--- src/rtl/btle_rx_pkg.sv ---
// Shared constants, FSM state type and bit-serial helpers for the BLE 1M-PHY receiver.
package btle_rx_pkg;

  localparam int DEF_SAMPLE_PER_SYMBOL           = 8;
  localparam int DEF_GFSK_DEMODULATION_BIT_WIDTH = 16;
  localparam int DEF_LEN_UNIQUE_BIT_SEQUENCE     = 32;
  localparam int DEF_CHANNEL_NUMBER_BIT_WIDTH    = 6;
  localparam int DEF_CRC_STATE_BIT_WIDTH         = 24;

  localparam logic [23:0] CRC_POLY       = 24'h00065B;
  localparam int          WHITEN_LEN     = 7;
  localparam int          WHITEN_TAP_IN  = 3;
  localparam int          WHITEN_TAP_OUT = 4;

  typedef enum logic [2:0] {SEARCH, HEADER, PAYLOAD, CRC, END} rx_state_t;

  // One CRC24 step: fb = crc[23]^bit, shift left, xor poly when fb set.
  function automatic logic [23:0] crc24_next(input logic [23:0] crc, input logic din);
    logic fb;
    fb = crc[23] ^ din;
    return {crc[22:0], 1'b0} ^ (fb ? CRC_POLY : 24'd0);
  endfunction

  // Whitening LFSR step, bit k holds position k: pos0<=pos6, pos4<=pos3^pos6.
  function automatic logic [WHITEN_LEN-1:0] whiten_next(input logic [WHITEN_LEN-1:0] lfsr);
    logic [WHITEN_LEN-1:0] nxt;
    nxt = {lfsr[WHITEN_LEN-2:0], lfsr[WHITEN_LEN-1]};
    nxt[WHITEN_TAP_OUT] = lfsr[WHITEN_TAP_IN] ^ lfsr[WHITEN_LEN-1];
    return nxt;
  endfunction

  // True when a and b differ in at most one bit position.
  function automatic logic within_one_bit(input logic [31:0] a, input logic [31:0] b);
    logic [31:0] x;
    x = a ^ b;
    return ((x & (x - 32'd1)) == 32'd0);
  endfunction

endpackage

--- src/rtl/btle_rx_gfsk_demod.sv ---
// GFSK hard-decision demodulator: sign of the cross product between the held and the new I/Q sample.
module btle_rx_gfsk_demod
  import btle_rx_pkg::*;
#(
  parameter int W = DEF_GFSK_DEMODULATION_BIT_WIDTH
) (
  input  logic                clk,
  input  logic                rst,
  input  logic signed [W-1:0] i,
  input  logic signed [W-1:0] q,
  input  logic                iq_valid,
  output logic                demod_bit,
  output logic                demod_valid
);

  logic signed [W-1:0] i_prev_r;
  logic signed [W-1:0] q_prev_r;
  logic signed [2*W:0] cross_s;
  logic                bit_s;

  // d = i[n-1]*q[n] - q[n-1]*i[n]; a positive d means counter-clockwise rotation (bit 1).
  always_comb begin
    cross_s = ((2*W+1)'(i_prev_r) * (2*W+1)'(q)) - ((2*W+1)'(q_prev_r) * (2*W+1)'(i));
    bit_s   = ~cross_s[2*W] & (|cross_s);
  end

  // Held sample and registered decision advance only on a sample strobe.
  always_ff @(posedge clk) begin
    if (rst) begin
      i_prev_r    <= {W{1'b0}};
      q_prev_r    <= {W{1'b0}};
      demod_bit   <= 1'b0;
      demod_valid <= 1'b0;
    end else begin
      demod_valid <= iq_valid;
      if (iq_valid) begin
        i_prev_r  <= i;
        q_prev_r  <= q;
        demod_bit <= bit_s;
      end
    end
  end

endmodule

--- src/rtl/btle_rx_top.sv ---
// BLE 1M-PHY receiver: demod, 8-phase access-address search, de-whitening, CRC24 and a 64x8 PDU RAM.
// Define BTLE_RX_AA_TOLERANCE_EN to accept access addresses with one bit error.
module btle_rx_top
  import btle_rx_pkg::*;
#(
  parameter int SAMPLE_PER_SYMBOL           = DEF_SAMPLE_PER_SYMBOL,
  parameter int GFSK_DEMODULATION_BIT_WIDTH = DEF_GFSK_DEMODULATION_BIT_WIDTH,
  parameter int LEN_UNIQUE_BIT_SEQUENCE     = DEF_LEN_UNIQUE_BIT_SEQUENCE,
  parameter int CHANNEL_NUMBER_BIT_WIDTH    = DEF_CHANNEL_NUMBER_BIT_WIDTH,
  parameter int CRC_STATE_BIT_WIDTH         = DEF_CRC_STATE_BIT_WIDTH,
  localparam int PW = $clog2(SAMPLE_PER_SYMBOL)
) (
  input  logic                                   clk,
  input  logic                                   rst,
  input  logic [LEN_UNIQUE_BIT_SEQUENCE-1:0]     unique_bit_sequence,
  input  logic [CHANNEL_NUMBER_BIT_WIDTH-1:0]    channel_number,
  input  logic [CRC_STATE_BIT_WIDTH-1:0]         crc_state_init_bit,
  input  logic signed [GFSK_DEMODULATION_BIT_WIDTH-1:0] i,
  input  logic signed [GFSK_DEMODULATION_BIT_WIDTH-1:0] q,
  input  logic                                   iq_valid,
  output logic                                   hit_flag,
  output logic                                   decode_run,
  output logic                                   decode_end,
  output logic                                   crc_ok,
  output logic [PW-1:0]                          best_phase,
  output logic [6:0]                             payload_length,
  output logic [7:0]                             pdu_octet_mem_data,
  input  logic [5:0]                             pdu_octet_mem_addr
);

  localparam int L = LEN_UNIQUE_BIT_SEQUENCE;

  logic            demod_bit_s;
  logic            demod_valid_s;
  logic [L-1:0]    phase_sr_r [SAMPLE_PER_SYMBOL];
  logic [PW-1:0]   phase_r;
  rx_state_t       state_r;
  logic [WHITEN_LEN-1:0] lfsr_r;
  logic [23:0]     crc_r;
  logic [7:0]      octet_r;
  logic [2:0]      bit_cnt_r;
  logic [7:0]      byte_idx_r;
  logic [4:0]      crc_cnt_r;
  logic            crc_match_r;
  logic [7:0]      mem_r [64];

  logic [L-1:0]    new_sr_s;
  logic            aa_hit_s;
  logic            tick_s;
  logic            data_bit_s;
  logic [7:0]      new_octet_s;
  logic [4:0]      crc_idx_s;
  logic            crc_bit_ok_s;
  logic            mem_we_s;

  btle_rx_gfsk_demod #(.W(GFSK_DEMODULATION_BIT_WIDTH)) u_demod (
    .clk         (clk),
    .rst         (rst),
    .i           (i),
    .q           (q),
    .iq_valid    (iq_valid),
    .demod_bit   (demod_bit_s),
    .demod_valid (demod_valid_s)
  );

  // Datapath decisions for the current demodulated bit.
  always_comb begin
    new_sr_s     = {demod_bit_s, phase_sr_r[phase_r][L-1:1]};
`ifdef BTLE_RX_AA_TOLERANCE_EN
    aa_hit_s     = within_one_bit(new_sr_s, unique_bit_sequence);
`else
    aa_hit_s     = (new_sr_s == unique_bit_sequence);
`endif
    tick_s       = demod_valid_s && (phase_r == best_phase);
    data_bit_s   = demod_bit_s ^ lfsr_r[WHITEN_LEN-1];
    new_octet_s  = {data_bit_s, octet_r[7:1]};
    crc_idx_s    = 5'd23 - crc_cnt_r;
    crc_bit_ok_s = (data_bit_s == crc_r[crc_idx_s]);
    mem_we_s     = tick_s && (bit_cnt_r == 3'd7) && (byte_idx_r[7:6] == 2'd0) &&
                   ((state_r == HEADER) || (state_r == PAYLOAD));
  end

  // Every sample lands in the shift register of its phase.
  always_ff @(posedge clk) begin
    if (rst) begin
      phase_r <= {PW{1'b0}};
      for (int k = 0; k < SAMPLE_PER_SYMBOL; k++) begin
        phase_sr_r[k] <= {L{1'b0}};
      end
    end else if (demod_valid_s) begin
      phase_sr_r[phase_r] <= new_sr_s;
      phase_r             <= phase_r + PW'(1'b1);
    end
  end

  // PDU RAM keeps its contents across reset; octets beyond address 63 are dropped.
  always_ff @(posedge clk) begin
    if (mem_we_s) begin
      mem_r[byte_idx_r[5:0]] <= new_octet_s;
    end
  end

  assign pdu_octet_mem_data = mem_r[pdu_octet_mem_addr];

  // Packet FSM with registered status outputs.
  always_ff @(posedge clk) begin
    if (rst) begin
      state_r        <= SEARCH;
      hit_flag       <= 1'b0;
      decode_run     <= 1'b0;
      decode_end     <= 1'b0;
      crc_ok         <= 1'b0;
      best_phase     <= {PW{1'b0}};
      payload_length <= 7'd0;
      lfsr_r         <= {WHITEN_LEN{1'b0}};
      crc_r          <= 24'd0;
      octet_r        <= 8'd0;
      bit_cnt_r      <= 3'd0;
      byte_idx_r     <= 8'd0;
      crc_cnt_r      <= 5'd0;
      crc_match_r    <= 1'b0;
    end else begin
      hit_flag   <= 1'b0;
      decode_end <= 1'b0;
      case (state_r)
        SEARCH: begin
          if (demod_valid_s && aa_hit_s) begin
            hit_flag    <= 1'b1;
            decode_run  <= 1'b1;
            crc_ok      <= 1'b0;
            best_phase  <= phase_r;
            lfsr_r      <= {channel_number[0], channel_number[1], channel_number[2],
                            channel_number[3], channel_number[4], channel_number[5], 1'b1};
            crc_r       <= crc_state_init_bit[23:0];
            bit_cnt_r   <= 3'd0;
            byte_idx_r  <= 8'd0;
            crc_cnt_r   <= 5'd0;
            crc_match_r <= 1'b1;
            state_r     <= HEADER;
          end
        end
        HEADER: begin
          if (tick_s) begin
            lfsr_r    <= whiten_next(lfsr_r);
            crc_r     <= crc24_next(crc_r, data_bit_s);
            octet_r   <= new_octet_s;
            bit_cnt_r <= bit_cnt_r + 3'd1;
            if (bit_cnt_r == 3'd7) begin
              byte_idx_r <= byte_idx_r + 8'd1;
              if (byte_idx_r == 8'd1) begin
                payload_length <= new_octet_s[6:0];
                state_r        <= (new_octet_s[6:0] == 7'd0) ? CRC : PAYLOAD;
              end
            end
          end
        end
        PAYLOAD: begin
          if (tick_s) begin
            lfsr_r    <= whiten_next(lfsr_r);
            crc_r     <= crc24_next(crc_r, data_bit_s);
            octet_r   <= new_octet_s;
            bit_cnt_r <= bit_cnt_r + 3'd1;
            if (bit_cnt_r == 3'd7) begin
              byte_idx_r <= byte_idx_r + 8'd1;
              if (byte_idx_r == ({1'b0, payload_length} + 8'd1)) begin
                state_r <= CRC;
              end
            end
          end
        end
        CRC: begin
          if (tick_s) begin
            lfsr_r      <= whiten_next(lfsr_r);
            crc_match_r <= crc_match_r & crc_bit_ok_s;
            crc_cnt_r   <= crc_cnt_r + 5'd1;
            if (crc_cnt_r == 5'd23) begin
              crc_ok     <= crc_match_r & crc_bit_ok_s;
              decode_end <= 1'b1;
              decode_run <= 1'b0;
              state_r    <= END;
            end
          end
        end
        END: begin
          state_r <= SEARCH;
        end
        default: begin
          state_r <= SEARCH;
        end
      endcase
    end
  end

endmodule

--- config.mk ---
export PLATFORM = sky130hd
export DESIGN_NAME = btle_rx_top
export DESIGN_NICKNAME = d
export VERILOG_FILES = /design/src/rtl/btle_rx_pkg.sv /design/src/rtl/btle_rx_gfsk_demod.sv /design/src/rtl/btle_rx_top.sv
export SDC_FILE = /design/constraint.sdc
export NUM_CORES = 2
export LEC_CHECK = 0
export CAP_MARGIN = 10
export CORE_MARGIN = 8
export CORE_UTILIZATION = 55
export DETAILED_ROUTE_END_ITERATION = 16
export PLACE_DENSITY_LB_ADDON = 0.2
export SLEW_MARGIN = 25
export SYNTH_ARGS = -nofsm -noshare
export SYNTH_HDL_FRONTEND = slang
export SYNTH_HIERARCHICAL = 1
export SYNTH_SLANG_ARGS = --single-unit
--- constraint.sdc ---
create_clock -name clk -period 8 [get_ports clk]
set_input_delay 0.8 -clock clk [delete_from_list [all_inputs] [get_ports clk]]
set_output_delay 0.8 -clock clk [all_outputs]
set_load 0.03 [all_outputs]
Yosys cells after proc, flatten, opt, wreduce, memory -nomap -nowiden --
Memory sizes are Yosys's and may differ from the RTL's. A register that Yosys moved wholly into a read port is not among the register bits. Index checks and enable logic that the tools add are counted.
Operators by class: mux-type cells 54, reduce and logical (&&, ||, !) cells 27, add/subtract/negate cells 7, bitwise logic cells 10, divide/modulo/power cells 0, $mul 2, equality and inequality tests 22, shift operators 0, $lt $le $gt $ge 1
Operator list (count):
- $mul A16 B16 Y32 | 2
- $mux W24 | 2
- $pmux W24 S2 | 1
- $mux W3 | 14
- $reduce_or A33 Y1 | 1
- $sub A33 B33 Y33 | 1
- $eq A32 B32 Y1 | 1
- $mux W32 | 1
- $reduce_or A32 Y1 | 1
- $mux W8 | 3
- $xor A24 B11 Y24 | 1
- $mux W1 | 19
- $pmux W8 S2 | 1
- $mux W7 | 2
- $ne A2 B2 Y1 const B | 7
- $pmux W7 S2 | 1
- $pmux W3 S4 | 1
- $reduce_and A4 Y1 | 3
- $mux W11 | 1
- $mux W5 | 2
- $ne A2 B1 Y1 const B | 5
- $pmux W5 S2 | 1
- $reduce_and A3 Y1 | 3
- $reduce_and A9 Y1 | 1
- 29 further kinds | 48
Storage, ports and cells: memories 2, memory bits (writable) 768, bits in registers 110, output and inout bits 22, logic and storage cells 144, ROM bits 0, bits in latches 0
Memory list:
- mem_r | depth 64, bits a word 8, read ports 1, clocked after memory_dff 0, write ports 1, line btle_rx_top.sv:45 | logic [7:0] mem_r [64];
- phase_sr_r | depth 8, bits a word 32, read ports 1, clocked after memory_dff 1, write ports 8, line btle_rx_top.sv:35 | logic [L-1:0] phase_sr_r [SAMPLE_PER_SYMBOL];

Logic depth before layout (Yosys ltp) --
depth in word-level cells 8, gate-level depth with buffers 31, gate-level depth less buffers 28

Hierarchy --
The synthesis kept the hierarchy.
By module, submodules not included:
- btle_rx_top | instances 1, cells an instance 2116, sequential area each 24383.4 sq um, area an instance 34918.5 sq um
- btle_rx_gfsk_demod | instances 1, cells an instance 2317, sequential area each 680.7 sq um, area an instance 21898.5 sq um

Worst setup path before layout --
OpenSTA, ideal clock, no wires.
kind input-to-reg, start input i[0], end register u_demod.demod_bit, path slack 0.071 ns, stages 25, path buffers 2, arrival 7.801 ns, setup time 0.128 ns, cell sequence clkbuf_1 nand2_1 inv_1 fa_1 fa_1 fa_1 inv_1 fa_1 fa_1 fa_1 fa_1 inv_1 fa_1 inv_1 ha_1 clkbuf_1 nand4_1 or2_2 o22ai_1 nor2_1 nor4bb_1 nor4_1 nand4_1 nor4_1 a211oi_1
Between the ends: longest elaborated chain between the ends 4, elaborated cells on any way between the ends 5, classes of those cells add/sub (1); mul (1); bitwise (2); reduce/logical (1)
Ends and longest elaborated chain:
- from (decl) | line btle_rx_top.sv:18 | input logic signed [GFSK_DEMODULATION_BIT_WIDTH-1:0] i,
- $mul A16 B16 Y32 (*) | line btle_rx_gfsk_demod.sv:23 | cross_s = ((2*W+1)'(i_prev_r) * (2*W+1)'(q)) - ((2*W+1)'(q_prev_r) * (2*W+1)'(i));
- $sub A33 B33 Y33 (*) | line btle_rx_gfsk_demod.sv:23
- $reduce_or A33 Y1 / $not A1 Y1 (equally long branches) | line btle_rx_gfsk_demod.sv:24 | bit_s = ~cross_s[2*W] & (|cross_s);
- $and A1 B1 Y1 (*) | line btle_rx_gfsk_demod.sv:24
- to (signal assigned) | line btle_rx_gfsk_demod.sv:39 | demod_bit <= bit_s;
- to (decl) | line btle_rx_gfsk_demod.sv:12 | output logic demod_bit,
Mark *: on every way between the ends. The rest lies on a longest branch, timed or not. A chain may end at the register's enable or synchronous reset.

Final worst setup path --
start input q[4], end register u_demod.demod_bit
Between the ends: longest elaborated chain between the ends 4, elaborated cells on any way between the ends 5, classes of those cells add/sub (1); mul (1); bitwise (2); reduce/logical (1)
Ends and longest elaborated chain:
- from (decl) | line btle_rx_top.sv:19 | input logic signed [GFSK_DEMODULATION_BIT_WIDTH-1:0] q,
- $mul A16 B16 Y32 (*) | line btle_rx_gfsk_demod.sv:23
- $sub A33 B33 Y33 (*) | line btle_rx_gfsk_demod.sv:23
- $reduce_or A33 Y1 / $not A1 Y1 (equally long branches) | line btle_rx_gfsk_demod.sv:24
- $and A1 B1 Y1 (*) | line btle_rx_gfsk_demod.sv:24
Marks and branches as above.

==> results.json <==
{
  "numCtsBuffers": 90,
  "die-area_sq_um": 114000,
  "synthCells": 4433,
  "tightest_slew_ns": 0.944,
  "synthTopCellsByArea": "edfxtp_1, fa_1, mux4_2",
  "clk_path_buf_depth": 3,
  "grt_pass1_wl_mm": 219,
  "critical-path-max-stage-delay_ns": 0.56,
  "clk_latency_ns": 0.68,
  "dp_hpwl_mm": 97.2,
  "path_buf_inv": 8,
  "hold-worst-slack_ns": 0.461,
  "crit_fanout": 12,
  "period_share_pct": 96.9,
  "synth_top_area_share_pct": 40.2,
  "synth.avg_cell_area_sq_um": 12.8,
  "nets": 5530,
  "n_antenna_cell": 0,
  "fillCellCount": 8050,
  "synth_compound_area_share_pct": 3.33,
  "num_rows": 118,
  "ys.flop_type": "edfxtp_1",
  "antenna_found_initial": 1,
  "synth_common_cells": "edfxtp_1, inv_1, fa_1",
  "dr.pass1.iters": 5,
  "synthMuxAreaShare_pct": 10.5,
  "totalWireLength_mm": 140,
  "required_ns": 8.52,
  "drtIter0Drc": 3133,
  "synth_edf_count": 760,
  "die_h_um": 337,
  "synth_most_common_cell": "edfxtp_1",
  "vias": 34929,
  "syn_nets": 5294,
  "cts_setup_buffers": 0,
  "skew_ns": 0.0406,
  "gp_congestion": 0.880,
  "wl_per_cell_um": 22.9,
  "core_sq_um": 103000,
  "yosys.area_share.xor_xnor_pct": 1.05,
  "port_buffers": 124,
  "cts_tree": "done",
  "synthArstFlopShare_pct": 0,
  "placed_cell_area_sq_um": 61000,
  "fin_setup_tns_ns": 0,
  "multi_input_area_sq_um": 28500,
  "cap_violations": 0,
  "max_slew_margin_pct": 36.8,
  "endpoint_kind": "flop",
  "syn_to_final_growth_pct": 12.8,
  "grt_max_degree": 78,
  "drive_gt1_share_pct": 14.0,
  "seq_area_sq_um": 25100,
  "clock-sinks": 872,
  "r2r-start": "u_demod/i_prev_r[12]$_SDFFE_PP0P_",
  "fmax_mhz": 129,
  "yosysWarnings": 6,
  "ys_types": 86,
  "grt_overflow": 0,
  "synth_area_sq_um": 56800,
  "rsz0062_at_grt": "no",
  "crit_family": "adder cells",
  "detail-route-antenna-nets": 0,
  "avgViaCountPerCell": 5.70,
  "yosys.area_share.simple_pct": 10.6,
  "startpoint_type": "input pin",
  "die_width_um": 337,
  "worstSetupPathType": "in2reg",
  "slew_violations": 0,
  "outcome": "finished clean",
  "root_buffer": "clkbuf_16",
  "hold_viol_final": 0,
  "yosys.area_share.adder_pct": 24.5,
  "grtUsageTotal_pct": 25.2,
  "crit_top_cell": "fa_1",
  "worstHoldStart": "octet_r[2]$_SDFFE_PP0P_",
  "cts_max_level": 3,
  "hp-class": "reg2reg",
  "synth_top_family_by_area": "adder cells",
  "yosys.area.top_type": "edfxtp_1",
  "worstPathArrival_ns": 8.27,
  "min_period_ns": 7.75,
  "crit_slowest_cell": "fa_1",
  "ys_ff_latch": 872,
  "start_util_pct": 55.1,
  "io_pins": 125,
  "crit_path_start": "q[4]",
  "ys_seq_area_share_pct": 44.1,
  "grt_pass1_vias": 37237,
  "finalSetupViolCount": 0,
  "drc_errors": 0,
  "postLayoutCellArea_sq_um": 64100,
  "clk_pin_slew_ns": 0.06
}
-- cells in the final DEF (no fill, tap or decap), drive strengths merged, types with 10 or more instances in the layout --
| cell | instances |
|---|---|
| o21ai | 54 |
| buf | 250 |
| nor3b | 10 |
| a22o | 16 |
| nand2b | 21 |
| clkdlybuf4s50 | 116 |
| edfxtp | 760 |
| nor2b | 35 |
| or2 | 20 |
| nand4 | 16 |
| or3 | 10 |
| and2 | 277 |
| nor4 | 16 |
| nand2 | 331 |
| fa | 589 |
| clkinv | 34 |
| a311oi | 19 |
| nand3b | 15 |
| mux2 | 12 |
| inv | 646 |
| xor2 | 25 |
| nor3 | 25 |
| dfxtp | 112 |
| nand3 | 25 |
| and3 | 10 |
| ha | 169 |
| mux2i | 135 |
| clkbuf | 121 |
| nor2 | 426 |
| xnor2 | 43 |
| a21oi | 57 |
| o22ai | 10 |
| a22oi | 20 |
| mux4 | 196 |
-- registers in the layout, indices dropped and copies added (netlist names), 5 cells and up, named ones only --
| register | cells |
|---|---|
| octet_r | 7 |
| byte_idx_r | 8 |
| phase_sr_r | 248 |
| lfsr_r | 7 |
| mem_r | 512 |
| crc_r | 24 |
| u_demod/q_prev_r | 16 |
| crc_cnt_r | 5 |
| u_demod/i_prev_r | 16 |
| payload_length | 7 |
-- layer usage --
layer | share of wire (%) | GRT usage, % | vias to the layer above | routed length [um]
met5 | 0 | 0 | - | 0
met4 | 3.2 | 7.60 | 0 | 4550
met3 | 6.6 | 3.37 | 239 | 9290
met2 | 49 | 42.3 | 1276 | 69300
met1 | 41 | 34.7 | 18048 | 57100
li1 | - | - | 15366 | -
-- worst reg2reg max path, cell delays in order, from the launching register on --
cell,delay [ns]
dfxtp_1,0.83
and2_1,0.28
fa_1,0.46
fa_1,0.55
inv_1,0.05
fa_1,0.47
fa_1,0.55
inv_1,0.06
fa_1,0.50
fa_1,0.51
fa_1,0.50
inv_1,0.05
fa_1,0.47
inv_1,0.04
ha_1,0.29
and3_1,0.16
o2bb2ai_1,0.13
buf_4,0.15
nor2_1,0.23
a2111oi_4,0.17
or4_1,0.42
a21oi_1,0.16
nand4_1,0.12
nor4_2,0.26
a211oi_1,0.11
-- cell type report --
class                      count  share of cell area [%]
clock buffer                 120                    3.82
clock inverter                48                   0.822
inverter                     642                    3.76
multi-input combinational   2693                    44.5
sequential                   872                    39.1
tap                         1380                    2.69
timing repair buffer         370                    5.24
-- path summary, 6_finish.rpt --
check | endpoint | slack (ns) | cells after the start
max | u_demod/demod_bit$_SDFFE_PP0P_ | 0.25 | 27
min | octet_r[2]$_SDFFE_PP0P_ | 0.46 | 2
max reg2reg | u_demod/demod_bit$_SDFFE_PP0P_ | 0.33 | 24
min reg2reg | octet_r[2]$_SDFFE_PP0P_ | 0.46 | 2
-- per-stage QoR --
stage,instances,setup WS [ns],util (%)
floorplan,4433,0.0713,-
global placement,5957,-0.527,59.2
detailed placement,5957,-0.626,59.2
CTS,6125,0.0495,62.1
global route,6125,0.00260,62.2
finish,6125,0.246,62.2
-- logic make-up after synthesis --
group | after synthesis
and+or+nand+nor | 1259
DFF | 872
buffers and inverters | 868
adders and majority gates | 759
muxes | 343
AOI/OAI and AO/OA | 264
xor gates and xnor gates | 68
-- what timing repair did --
action | CTS | global route
gates resized for setup | 0 | 9
hold buffers | 0 | 0
setup endpoints to repair | 0 | 1
Power is not shown: default switching activity piles up to over one toggle a cycle in this logic, so the estimate is an artifact.
